--- config.mk ---
export PLATFORM = sky130hd
export DESIGN_NAME = tblink_rpc_endpoint
export DESIGN_NICKNAME = d
export VERILOG_FILES = /design/src/rtl/tblink_rpc_endpoint.sv
export SDC_FILE = /design/constraint.sdc
export NUM_CORES = 1
export LEC_CHECK = 0
export CORE_MARGIN = 2
export CORE_UTILIZATION = 25
export CTS_CLUSTER_SIZE = 40
export DETAILED_ROUTE_END_ITERATION = 10
export SKIP_LAST_GASP = 1
export SYNTH_ARGS = -nofsm -noshare
export SYNTH_HDL_FRONTEND = slang
export SYNTH_SLANG_ARGS = --single-unit
--- constraint.sdc ---
create_clock -name uclock -period 3.2 [get_ports uclock]
set_clock_uncertainty 0.1 [all_clocks]
set_input_delay 0.64 -clock uclock [delete_from_list [all_inputs] [get_ports uclock]]
set_output_delay 0.64 -clock uclock [all_outputs]
set_load 0.02 [all_outputs]
--- src/rtl/tblink_rpc_endpoint.sv ---
// TbLink RPC network endpoint: routes the 8-bit network stream to the local port or onward,
// and merges local packets onto the network output under packet-level round-robin arbitration.
module tblink_rpc_endpoint #(
  parameter logic [7:0] ADDR = 8'h01
) (
  input  logic       uclock,
  input  logic       reset,
  input  logic       hreq_i,
  output logic       hreq_o,
  input  logic [7:0] neti_dat,
  input  logic       neti_valid,
  output logic       neti_ready,
  output logic [7:0] neto_dat,
  output logic       neto_valid,
  input  logic       neto_ready,
  output logic [7:0] tipo_dat,
  output logic       tipo_valid,
  input  logic       tipo_ready,
  input  logic [7:0] tipi_dat,
  input  logic       tipi_valid,
  output logic       tipi_ready
);
  typedef enum logic [1:0] {HDR, LEN, BODY} pst_t;

  pst_t       r_ni_st, w_ni_nxt, r_ti_st, w_ti_nxt;
  logic [7:0] r_ni_cnt, r_ti_cnt;
  logic       r_ni_local, r_run, r_lock, r_gnt_sel, r_prio;
  logic       r_neto_vld, r_neto_last, r_neto_src, r_tipo_vld, r_tipo_last;
  logic [7:0] r_neto_dat, r_tipo_dat;
  logic       r_tb_busy, r_ib_busy;

  logic       w_ni_xfer, w_ti_xfer, w_ni_last, w_ti_last, w_ni_local;
  logic       w_req_n, w_req_t, w_sel, w_tipo_free, w_neto_free;
  logic       w_tipo_ld, w_neto_ld, w_neto_in_last, w_ti_open;
  logic [7:0] w_neto_in_dat;

  // Parser state registers and BODY down-counters
  always_ff @(posedge uclock) begin
    if (reset) begin
      r_ni_st    <= HDR;
      r_ti_st    <= HDR;
      r_ni_cnt   <= '0;
      r_ti_cnt   <= '0;
      r_ni_local <= 1'b0;
    end else begin
      r_ni_st <= w_ni_nxt;
      r_ti_st <= w_ti_nxt;
      if (w_ni_xfer) begin
        if (r_ni_st == HDR) r_ni_local <= w_ni_local;
        if (r_ni_st == LEN) r_ni_cnt <= neti_dat;
        else if (r_ni_st == BODY) r_ni_cnt <= r_ni_cnt - 8'd1;
      end
      if (w_ti_xfer) begin
        if (r_ti_st == LEN) r_ti_cnt <= tipi_dat;
        else if (r_ti_st == BODY) r_ti_cnt <= r_ti_cnt - 8'd1;
      end
    end
  end

  always_comb begin
    w_ni_nxt = r_ni_st;
    w_ti_nxt = r_ti_st;
    if (w_ni_xfer)
      case (r_ni_st)
        HDR:     w_ni_nxt = LEN;
        LEN:     w_ni_nxt = (neti_dat == 8'd0) ? HDR : BODY;
        BODY:    w_ni_nxt = (r_ni_cnt == 8'd1) ? HDR : BODY;
        default: w_ni_nxt = HDR;
      endcase
    if (w_ti_xfer)
      case (r_ti_st)
        HDR:     w_ti_nxt = LEN;
        LEN:     w_ti_nxt = (tipi_dat == 8'd0) ? HDR : BODY;
        BODY:    w_ti_nxt = (r_ti_cnt == 8'd1) ? HDR : BODY;
        default: w_ti_nxt = HDR;
      endcase
  end

  always_comb begin
    w_ni_last = (r_ni_st == LEN && neti_dat == 8'd0) || (r_ni_st == BODY && r_ni_cnt == 8'd1);
    w_ti_last = (r_ti_st == LEN && tipi_dat == 8'd0) || (r_ti_st == BODY && r_ti_cnt == 8'd1);
  end

  // Routing is decided on byte0 and then held; hreq_i only stops tipi at a packet boundary
  assign w_ni_local  = (r_ni_st == HDR) ? (neti_dat == ADDR) : r_ni_local;
  assign w_ti_open   = (r_ti_st != HDR) || !hreq_i;
  assign w_req_n     = neti_valid && !w_ni_local;
  assign w_req_t     = tipi_valid && w_ti_open;
  assign w_sel       = r_lock ? r_gnt_sel : ((w_req_n && w_req_t) ? r_prio : w_req_t);
  assign w_tipo_free = !r_tipo_vld || tipo_ready;
  assign w_neto_free = !r_neto_vld || neto_ready;

  assign neti_ready  = r_run && (w_ni_local ? w_tipo_free : (w_neto_free && !w_sel));
  assign tipi_ready  = r_run && w_neto_free && w_sel && w_ti_open;
  assign w_ni_xfer   = neti_valid && neti_ready;
  assign w_ti_xfer   = tipi_valid && tipi_ready;

  assign w_tipo_ld      = w_ni_xfer && w_ni_local;
  assign w_neto_ld      = (w_ni_xfer && !w_ni_local) || w_ti_xfer;
  assign w_neto_in_dat  = w_sel ? tipi_dat : neti_dat;
  assign w_neto_in_last = w_sel ? w_ti_last : w_ni_last;

  // An unlocked load is always a byte0, since a locked owner holds the grant to its last byte
  always_ff @(posedge uclock) begin
    if (reset) begin
      r_run     <= 1'b0;
      r_lock    <= 1'b0;
      r_gnt_sel <= 1'b0;
      r_prio    <= 1'b0;
    end else begin
      r_run <= 1'b1;
      if (w_neto_ld) begin
        if (!r_lock) begin
          r_lock    <= 1'b1;
          r_gnt_sel <= w_sel;
          if (w_req_n && w_req_t) r_prio <= !w_sel;
        end else if (w_neto_in_last) begin
          r_lock <= 1'b0;
        end
      end
    end
  end

  always_ff @(posedge uclock) begin
    if (reset) begin
      r_neto_vld  <= 1'b0;
      r_neto_dat  <= '0;
      r_neto_last <= 1'b0;
      r_neto_src  <= 1'b0;
      r_tipo_vld  <= 1'b0;
      r_tipo_dat  <= '0;
      r_tipo_last <= 1'b0;
    end else begin
      if (w_neto_ld) begin
        r_neto_vld  <= 1'b1;
        r_neto_dat  <= w_neto_in_dat;
        r_neto_last <= w_neto_in_last;
        r_neto_src  <= w_sel;
      end else if (neto_ready) begin
        r_neto_vld <= 1'b0;
      end
      if (w_tipo_ld) begin
        r_tipo_vld  <= 1'b1;
        r_tipo_dat  <= neti_dat;
        r_tipo_last <= w_ni_last;
      end else if (tipo_ready) begin
        r_tipo_vld <= 1'b0;
      end
    end
  end

  // Local traffic tracking: set on byte0 accept, cleared when the last byte leaves
  always_ff @(posedge uclock) begin
    if (reset) begin
      r_tb_busy <= 1'b0;
      r_ib_busy <= 1'b0;
    end else begin
      if (w_tipo_ld && r_ni_st == HDR) r_tb_busy <= 1'b1;
      else if (r_tipo_vld && tipo_ready && r_tipo_last) r_tb_busy <= 1'b0;
      if (w_ti_xfer && r_ti_st == HDR) r_ib_busy <= 1'b1;
      else if (r_neto_vld && neto_ready && r_neto_last && r_neto_src) r_ib_busy <= 1'b0;
    end
  end

  assign hreq_o     = r_tb_busy || r_ib_busy;
  assign neto_valid = r_neto_vld;
  assign neto_dat   = r_neto_dat;
  assign tipo_valid = r_tipo_vld;
  assign tipo_dat   = r_tipo_dat;
endmodule

---- Word-level counts from Yosys, hierarchy flattened ----
Index checks and enable logic that the tools add are counted.
word-level totals
  bits of input ports ..................... 23
  output and inout port bits .............. 21
  register bits ........................... 48
operators by class
  bitwise logic cells ..................... 1
  muxes and demuxes ....................... 27
  add/sub/neg operators ................... 2
  equal/unequal tests ..................... 7
  reduce and logical (&&, ||, !) cells .... 51
operators by type and width
  kind                                                                 number
  8-bit 2-to-1 mux                                                     5
  8-bit by 1-bit == test with 1-bit output (second input constant)     3
  1-bit logical AND                                                    23
  8-bit logical NOT                                                    2
  1-bit 2-to-1 mux                                                     16
  8-bit by 1-bit subtractor with 8-bit output (second input constant)  2
  2-bit nonzero test                                                   7
  2-bit one-hot mux with 3 select lines                                2
  2-bit 2-to-1 mux                                                     4
  2-bit AND reduction                                                  4
  1-bit logical OR                                                     7
  1-bit logical NOT                                                    5
  2-bit by 1-bit == test with 1-bit output (second input constant)     2
  2-bit == test (second input constant)                                2
  2-bit logical NOT                                                    2
  3-bit AND reduction                                                  1
  1-bit NOT                                                            1

---- Longest topological paths before layout ----
Gate-level depths: netlist (run 1).
  depth after elaboration ................. 15
  mapped depth ............................ 10
  mapped depth without buffers ............ 8

---- Least setup slack after synthesis (run 1) ----
No wires, ideal clock.
  path kind ............................... register to output
  start ................................... register r_ni_st[0]
  end ..................................... output port neti_ready
  data required time ...................... 2.460 ns
  buffers on the path ..................... 0
  arrival ................................. 2.028 ns
  cell stages (with the launch flop) ...... 9
  slack ................................... 0.432 ns
  cell sequence ........................... dfxtp_1 inv_1 ha_1 or4b_4 a41oi_4 a21o_4 nand2_1 nand2_1 o211a_1
on the way
  longest elaborated chain between the ends .. 11
ends and longest elaborated chain
  what                           line  text
  from (decl)                    25    pst_t r_ni_st, w_ni_nxt, r_ti_st, w_ti_nxt;
  from (signal assigned)         46    r_ni_st <= w_ni_nxt;
  2-bit logical NOT *            85    assign w_ni_local = (r_ni_st == HDR) ? (neti_dat == ADDR) : r_ni_local;
  1-bit 2-to-1 mux *             85
  1-bit logical NOT              87    assign w_req_n = neti_valid && !w_ni_local;
  1-bit logical AND              87
  1-bit logical AND              89    assign w_sel = r_lock ? r_gnt_sel : ((w_req_n && w_req_t) ? r_prio : w_req_t);
  1-bit 2-to-1 mux (2 in a row)  89
  1-bit logical NOT              93    assign neti_ready = r_run && (w_ni_local ? w_tipo_free : (w_neto_free && !w_sel));
  1-bit logical AND              93
  1-bit 2-to-1 mux *             93
  1-bit logical AND *            93
  to (decl)                      12    output logic neti_ready,
Every way passes the cells marked *; elsewhere a longest branch is shown, timed or not.

---- Final worst setup path (run 1) ----
  start ................................... input port neti_dat[7]
  end ..................................... output port neti_ready
on the way
  longest elaborated chain between the ends .. 11
ends and longest elaborated chain
  what                                        line  text
  from (decl)                                 10    input logic [7:0] neti_dat,
  8-bit by 1-bit == test with 1-bit output *  85
  1-bit 2-to-1 mux *                          85
  1-bit logical NOT                           87
  1-bit logical AND                           87
  1-bit logical AND                           89
  1-bit 2-to-1 mux (2 in a row)               89
  1-bit logical NOT                           93
  1-bit logical AND                           93
  1-bit 2-to-1 mux *                          93
  1-bit logical AND *                         93
Marks and branches as above.

==> metrics.yaml, run 1 <==
status: "finished, final reports clean"
use_met2: 0.1871
clk_pin_slew_worst_paths_ps: 80
crit_type: "in2out"
crit_chain: "clkdlybuf4s50_1 > nor4_4 > buf_4 > a31oi_2 > o211a_1 > clkdlybuf4s15_2"
fillers: 1169
finalHoldViolations: 0
numPortBuffers: 43
antenna_found_initial: 0
drt-pass1-iter-count: 4
synth_nets: 365
via_per_inst: 4.706
multi_input_area_mm2: 0.001634
design.die.area_mm2: 0.01177
ant_nets: 0
cellInternalPower_mw: 0.8883
grt_pass1_vias: 2348
ir_drop_mv: 0.1467
min_period_over_period: 0.9762
netlist_area_mm2: 0.002729
power_frac_comb: 0.211
first_iter_violations: 155
layout_common_cells: "47 x dfxtp_1, 43 x nor2_1, 40 x clkdlybuf4s50_1"
grt_pass1_wl_um: 11430
met1_usage: 0.1776
ys_types: 48
cpPeakStageDelay_ps: 470
num_antenna_cells: 0
synthTopCellsByArea: "dfxtp_1 35%, mux2i_1 7.0%, ha_1 6.4%"
power_frac_clock: 0.287
worstMarginPinSlew_ps: 788.0
crit_slowest_cell: "clkdlybuf4s50_1"
hpwl_um: 5286
ff_latch_area_um2: 962.2
yosys_warnings: 0
setup_viol: 0
drt_drc_violations_left: 0
num_rows: 38
gr-total-overflow: 0
report.final.slew_viol_count: 0
ys_ff_latch: 48
cts_tree: "done"
numCtsBuffers: 5
p_per_area_mw_per_mm2: 351.7
setup_ws_ps: 76.04
cap_violations: 0
fp.dieH_um: 108.5
root_buffer: "clkbuf_8"
critPathRequiredTime_ps: 2460
post_cts_buffers: 0
yosys.area.top_type: "dfxtp_1"
drive_above_1_share: 0.1483
worstSetupStartpointType: "input port"
core_mm2: 0.01075
synth_cells: 328
wirelength_um: 7065
hp-class: "reg2reg"
power.switching_mw: 0.3645
place_area_mm2: 0.003478
max-clock-path-buffers: 2
async_flop_share: 0
insertion_delay_ps: 310
report.power.total_mw: 1.253
nets: 428
power.leakage_nw: 1.283
worst_hold_slack_ps: 378.5
h-tree-depth: 2
grt_usage: 0.1238
vias: 2499
finalInstanceArea_mm2: 0.003562
swShare: 0.2909
layout_commonest_cell: "dfxtp_1"
cp_max_fo: 7
areaGrowthSynthToFinish_pct: 30.54
grt_max_degree: 48
rsz0062_at_grt: "false"
pre_cts_slack_ps: -415.4
start_util: 0.2540
cts_hold_buf: 0
wl_per_cell_um: 13.31
seq_power_share: 0.502
fmax_mhz: 320.1
synth_area_per_cell_um2: 8.320
pin_count: 44
seq_area_frac_synth: 0.3521
critPathCaptureType: "primary output"
cts.sinks: 48
cp.arrival_ps: 2380
met3_usage: 0.02110
slew_headroom: 0.4747
fin_util: 0.3315
die-width_um: 108.5
grt_busiest_layer: "met2"
period_minus_slack_ps: 3124
synth_edf_count: 0
synth.top_cell.area_share: 0.3521
ys.flop_type: "dfxtp_1"
gp_congestion: 0.8512
flip-flops by register name, indices dropped and copies added, names as in the netlist, 2 cells and up:
signal    flops
r_ti_st       2
tipo_dat      8
r_ni_cnt      8
neto_dat      8
r_ni_st       2
r_ti_cnt      8
cells in the mapped netlist (all sizes together) (4+ instances only):
cell type   n
dfxtp      48
nor2       43
a21oi      32
nand2      31
o21ai      22
mux2i      19
ha         14
nand3      14
inv        13
a211oi      9
clkbuf      9
nor4        7
buf         6
nand2b      6
nor3        6
nand4       5
or2         5
a22oi       4
or3         4
worst max-delay path, delay by kind of cell:
kind	cells	cell delay [ps]
AOI/OAI and AO/OA	2	400
and+or+nand+nor	1	420
buffers and inverters	3	920
layout make-up:
| class | count | area share |
|---|---|---|
| Tap cell | 140 | 0.04917 |
| Multi-Input combinational cell | 252 | 0.4587 |
| Timing Repair Buffer | 71 | 0.1855 |
| Clock inverter | 2 | 0.003512 |
| Clock buffer | 5 | 0.01932 |
| Sequential cell | 48 | 0.2701 |
| Inverter | 13 | 0.01370 |
through the flow:
step                instances  TNS (ps)
floorplan                 328         0
global placement          524    -629.9
detailed placement        524    -693.4
CTS                       531         0
global route              531         0
finish                    531         0
power groups by stage:
stage | clock (mW) | sequential [mW] | combinational [mW]
after floorplan | 0 | 0.651 | 0.140
after global placement | 0 | 0.642 | 0.262
after detailed placement | 0 | 0.642 | 0.265
after CTS | 0.372 | 0.628 | 0.265
after global routing | 0.395 | 0.631 | 0.290
final | 0.360 | 0.629 | 0.264
cells by family after synthesis:
family / after synthesis / share of synthesized area
AND/OR/NAND/NOR: 133 / 0.2444
adder cells (fa/ha/maj): 14 / 0.06419
buffers and inverters: 28 / 0.05135
multiplexers: 19 / 0.06969
flip-flops: 48 / 0.3521
AO/OA/AOI/OAI: 86 / 0.2183
final timing paths:
path	slack, ps	cells past startpoint	startpoint	end
worst max register to register	700	10	r_ni_st[0]$_SDFFE_PP0N_	r_ni_cnt[4]$_SDFFE_PP0P_
worst max-delay path	80	6	neti_dat[7]	neti_ready
worst min-delay path	380	2	r_neto_last$_SDFFE_PP0P_	r_neto_last$_SDFFE_PP0P_
worst min register to register	380	2	r_neto_last$_SDFFE_PP0P_	r_neto_last$_SDFFE_PP0P_
timing repair:
| item | 4_1_cts | 5_1_grt |
|---|---|---|
| hold endpoints to repair | 0 | 0 |
| gates resized for setup | 5 | 4 |
| endpoints found under the setup margin | 2 | 2 |
| pin swaps | 0 | 1 |
per-layer routing:
| layer | share of wire | routed length (µm) |
|---|---|---|
| met2 | 0.43 | 3035 |
| met3 | 0.041 | 293 |
| met1 | 0.51 | 3633 |
| met4 | 0.015 | 103 |
| met5 | 0 | 0 |
No activity file was read; power rests on OpenSTA's default activity.
==> run 2: changes to the inputs <==
Settings changed: ABC_AREA set to 1.
==> metrics.yaml, run 2 <==
synthAdderAreaFrac: 0.06321
cp.arrival_ps: 2180
pin_count: 44
met3_usage: 0.01838
fmax_mhz: 342.8
num_rows: 38
netlist_area_mm2: 0.002771
critPathCaptureType: "primary output"
critPathRequiredTime_ps: 2460
synth_compound_area_frac: 0.1869
hp-class: "reg2reg"
rrSetupSlack_ps: 700
finalHoldViolations: 0
synth_simple_gate_area_share: 0.2935
min_period_over_period: 0.9116
synthMostInstantiatedCell: "nand2_1"
insertion_delay_ps: 300
ys_ff_latch: 48
seq_area_frac_synth: 0.3467
p_per_area_mw_per_mm2: 362.6
synth_edf_count: 0
via_per_inst: 4.503
r2r_cells: 14
ys.flop_type: "dfxtp_1"
grt_max_degree: 29
worstSetupStartpointType: "input port"
synth_top_family_by_area: "simple AND/OR/NAND/NOR gates"
dp_cells: 585
drt-pass1-iter-count: 4
wl_per_cell_um: 12.06
power.leakage_nw: 1.492
grt_busiest_layer: "met2"
drt_drc_violations_left: 0
drive_above_1_share: 0.1258
status: "finished, final reports clean"
layout_commonest_cell: "nand2_1"
grt_usage: 0.1256
cp-startpoint: "neti_dat[5]"
numCtsBuffers: 5
cp_max_fo: 2
wirelength_um: 7149
period_minus_slack_ps: 2917
worst_hold_slack_ps: 364.5
areaGrowthSynthToFinish_pct: 27.45
synth_nets: 433
report.final.slew_viol_count: 0
num_antenna_cells: 0
gr-total-overflow: 0
rr_endpoint: "neto_dat[0]$_SDFFE_PP0P_"
ys_types: 34
setup_viol: 0
synthXorXnorAreaFrac: 0.009481
design.die.area_mm2: 0.01194
synthTopCellsByArea: "dfxtp_1 35%, nand2_1 12%, o21ai_0 7.0%"
grt_pass1_vias: 2526
post_cts_buffers: 0
ir_drop_mv: 0.1669
crit_type: "in2out"
cts.sinks: 48
grt_pass1_wl_um: 11900
start_util: 0.2557
clk_pin_slew_worst_paths_ps: 80
yosys.area.top_type: "dfxtp_1"
layout_common_cells: "90 x nand2_1, 52 x inv_1, 48 x dfxtp_1"
hpwl_um: 5516
h-tree-depth: 2
die-width_um: 109.3
fp.dieH_um: 109.3
use_met2: 0.2036
nets: 489
max-clock-path-buffers: 2
gp_congestion: 0.8343
vias: 2670
hold_depth: 2
muxShareOfSynthArea: 0
r2r-start: "r_ni_st[0]$_SDFFE_PP0N_"
cap_violations: 0
synth.top_cell.area_share: 0.3467
met1_usage: 0.1713
core_mm2: 0.01084
slew_headroom: 0.4925
rsz0062_at_grt: "false"
worstMarginPinSlew_ps: 760.4
finalInstanceArea_mm2: 0.003532
async_flop_share: 0
ant_nets: 0
synth_cells: 396
numPortBuffers: 43
ys_top_cells_by_count: "90 x nand2_1, 52 x inv_1, 48 x dfxtp_1"
place_area_mm2: 0.003441
antenna_found_initial: 0
fin_cells: 593
hold_path_startpoint: "tipo_dat[0]$_SDFFE_PP0P_"
crit_path_end: "tipi_ready"
first_iter_violations: 100
synth_area_per_cell_um2: 6.999
cts_tree: "done"
root_buffer: "clkbuf_8"
yosys_warnings: 0
run 2: changes by cell type after synthesis, moves of 6 or more:
cell and change:
o21ai_2 +6, nand2b_1 -6, nand2_1 +61, inv_1 +39, o21ai_0 +17, nor2_1 -6, mux2i_1 -19
run 2: kinds of logic after synthesis:
group	Yosys count
buffers and inverters	68
XOR/XNOR	3
AO/OA/AOI/OAI	91
flip-flops	48
AND/OR/NAND/NOR	172
adder cells (fa/ha/maj)	14
run 2: cell type report:
class | count | area [µm²]
Clock buffer | 8 | 90.09
Fill cell | 1192 | 7308
Inverter | 57 | 214.0
Multi-Input combinational cell | 280 | 1533
Sequential cell | 48 | 960.9
Tap cell | 140 | 175.2
Timing Repair Buffer | 60 | 559.3
run 2: worst min-delay path by stage:
stage and end:
3_3_place_gp tipo_dat[7]$_SDFFE_PP0P_, 5_1_grt tipo_dat[7]$_SDFFE_PP0P_, 3_5_place_dp tipo_dat[3]$_SDFFE_PP0P_, 2_1_floorplan r_tb_busy$_SDFFE_PP0P_, 4_1_cts tipo_dat[3]$_SDFFE_PP0P_, 6_report tipo_dat[0]$_SDFFE_PP0P_
run 2: timing repair:
action,4_1_cts,5_1_grt
resized for setup,1,1
pin swaps,0,0
hold buffers,0,0
setup endpoints to repair,1,1
run 2: power by group:
part           internal [mW]  switching (mW)
Clock                  0.177           0.203
Sequential             0.618          0.0178
Combinational          0.114           0.151
Total                  0.909           0.372
run 2: metal layers:
metal,vias up,routed length (µm)
met4,0,114
met3,7,216
li1,1390,-
met1,1237,3598
met2,36,3219
met5,-,0
run 2: critical path, cell delays in order:
cell and delay [ps]:
clkdlybuf4s50_1 420, nor2_1 110, nand2_1 90, nor2_2 100, nand2_2 90, nand4_2 80, nand2_2 80, nand2_4 70
inv_2 40, nor3_1 100, dlygate4sd2_1 350
run 2: metrics by stage:
step	setup slack [ps]	utilization	setup TNS [ps]	total power [mW]
2_1_floorplan	748.5	-	0	0.8090
3_3_place_gp	-10.60	0.3174	-10.60	0.9105
3_5_place_dp	-31.55	0.3174	-31.55	0.9158
4_1_cts	12.83	0.3256	0	1.296
5_1_grt	157.7	0.3258	0	1.363
6_report	282.9	0.3258	0	1.281
==> run 3: changes to the inputs <==
Settings changed: CAP_MARGIN set to 20, CTS_CLUSTER_DIAMETER set to 100.
==> results of run 3 <==
Final layout, timing and power as in run 2 (identical DEF).
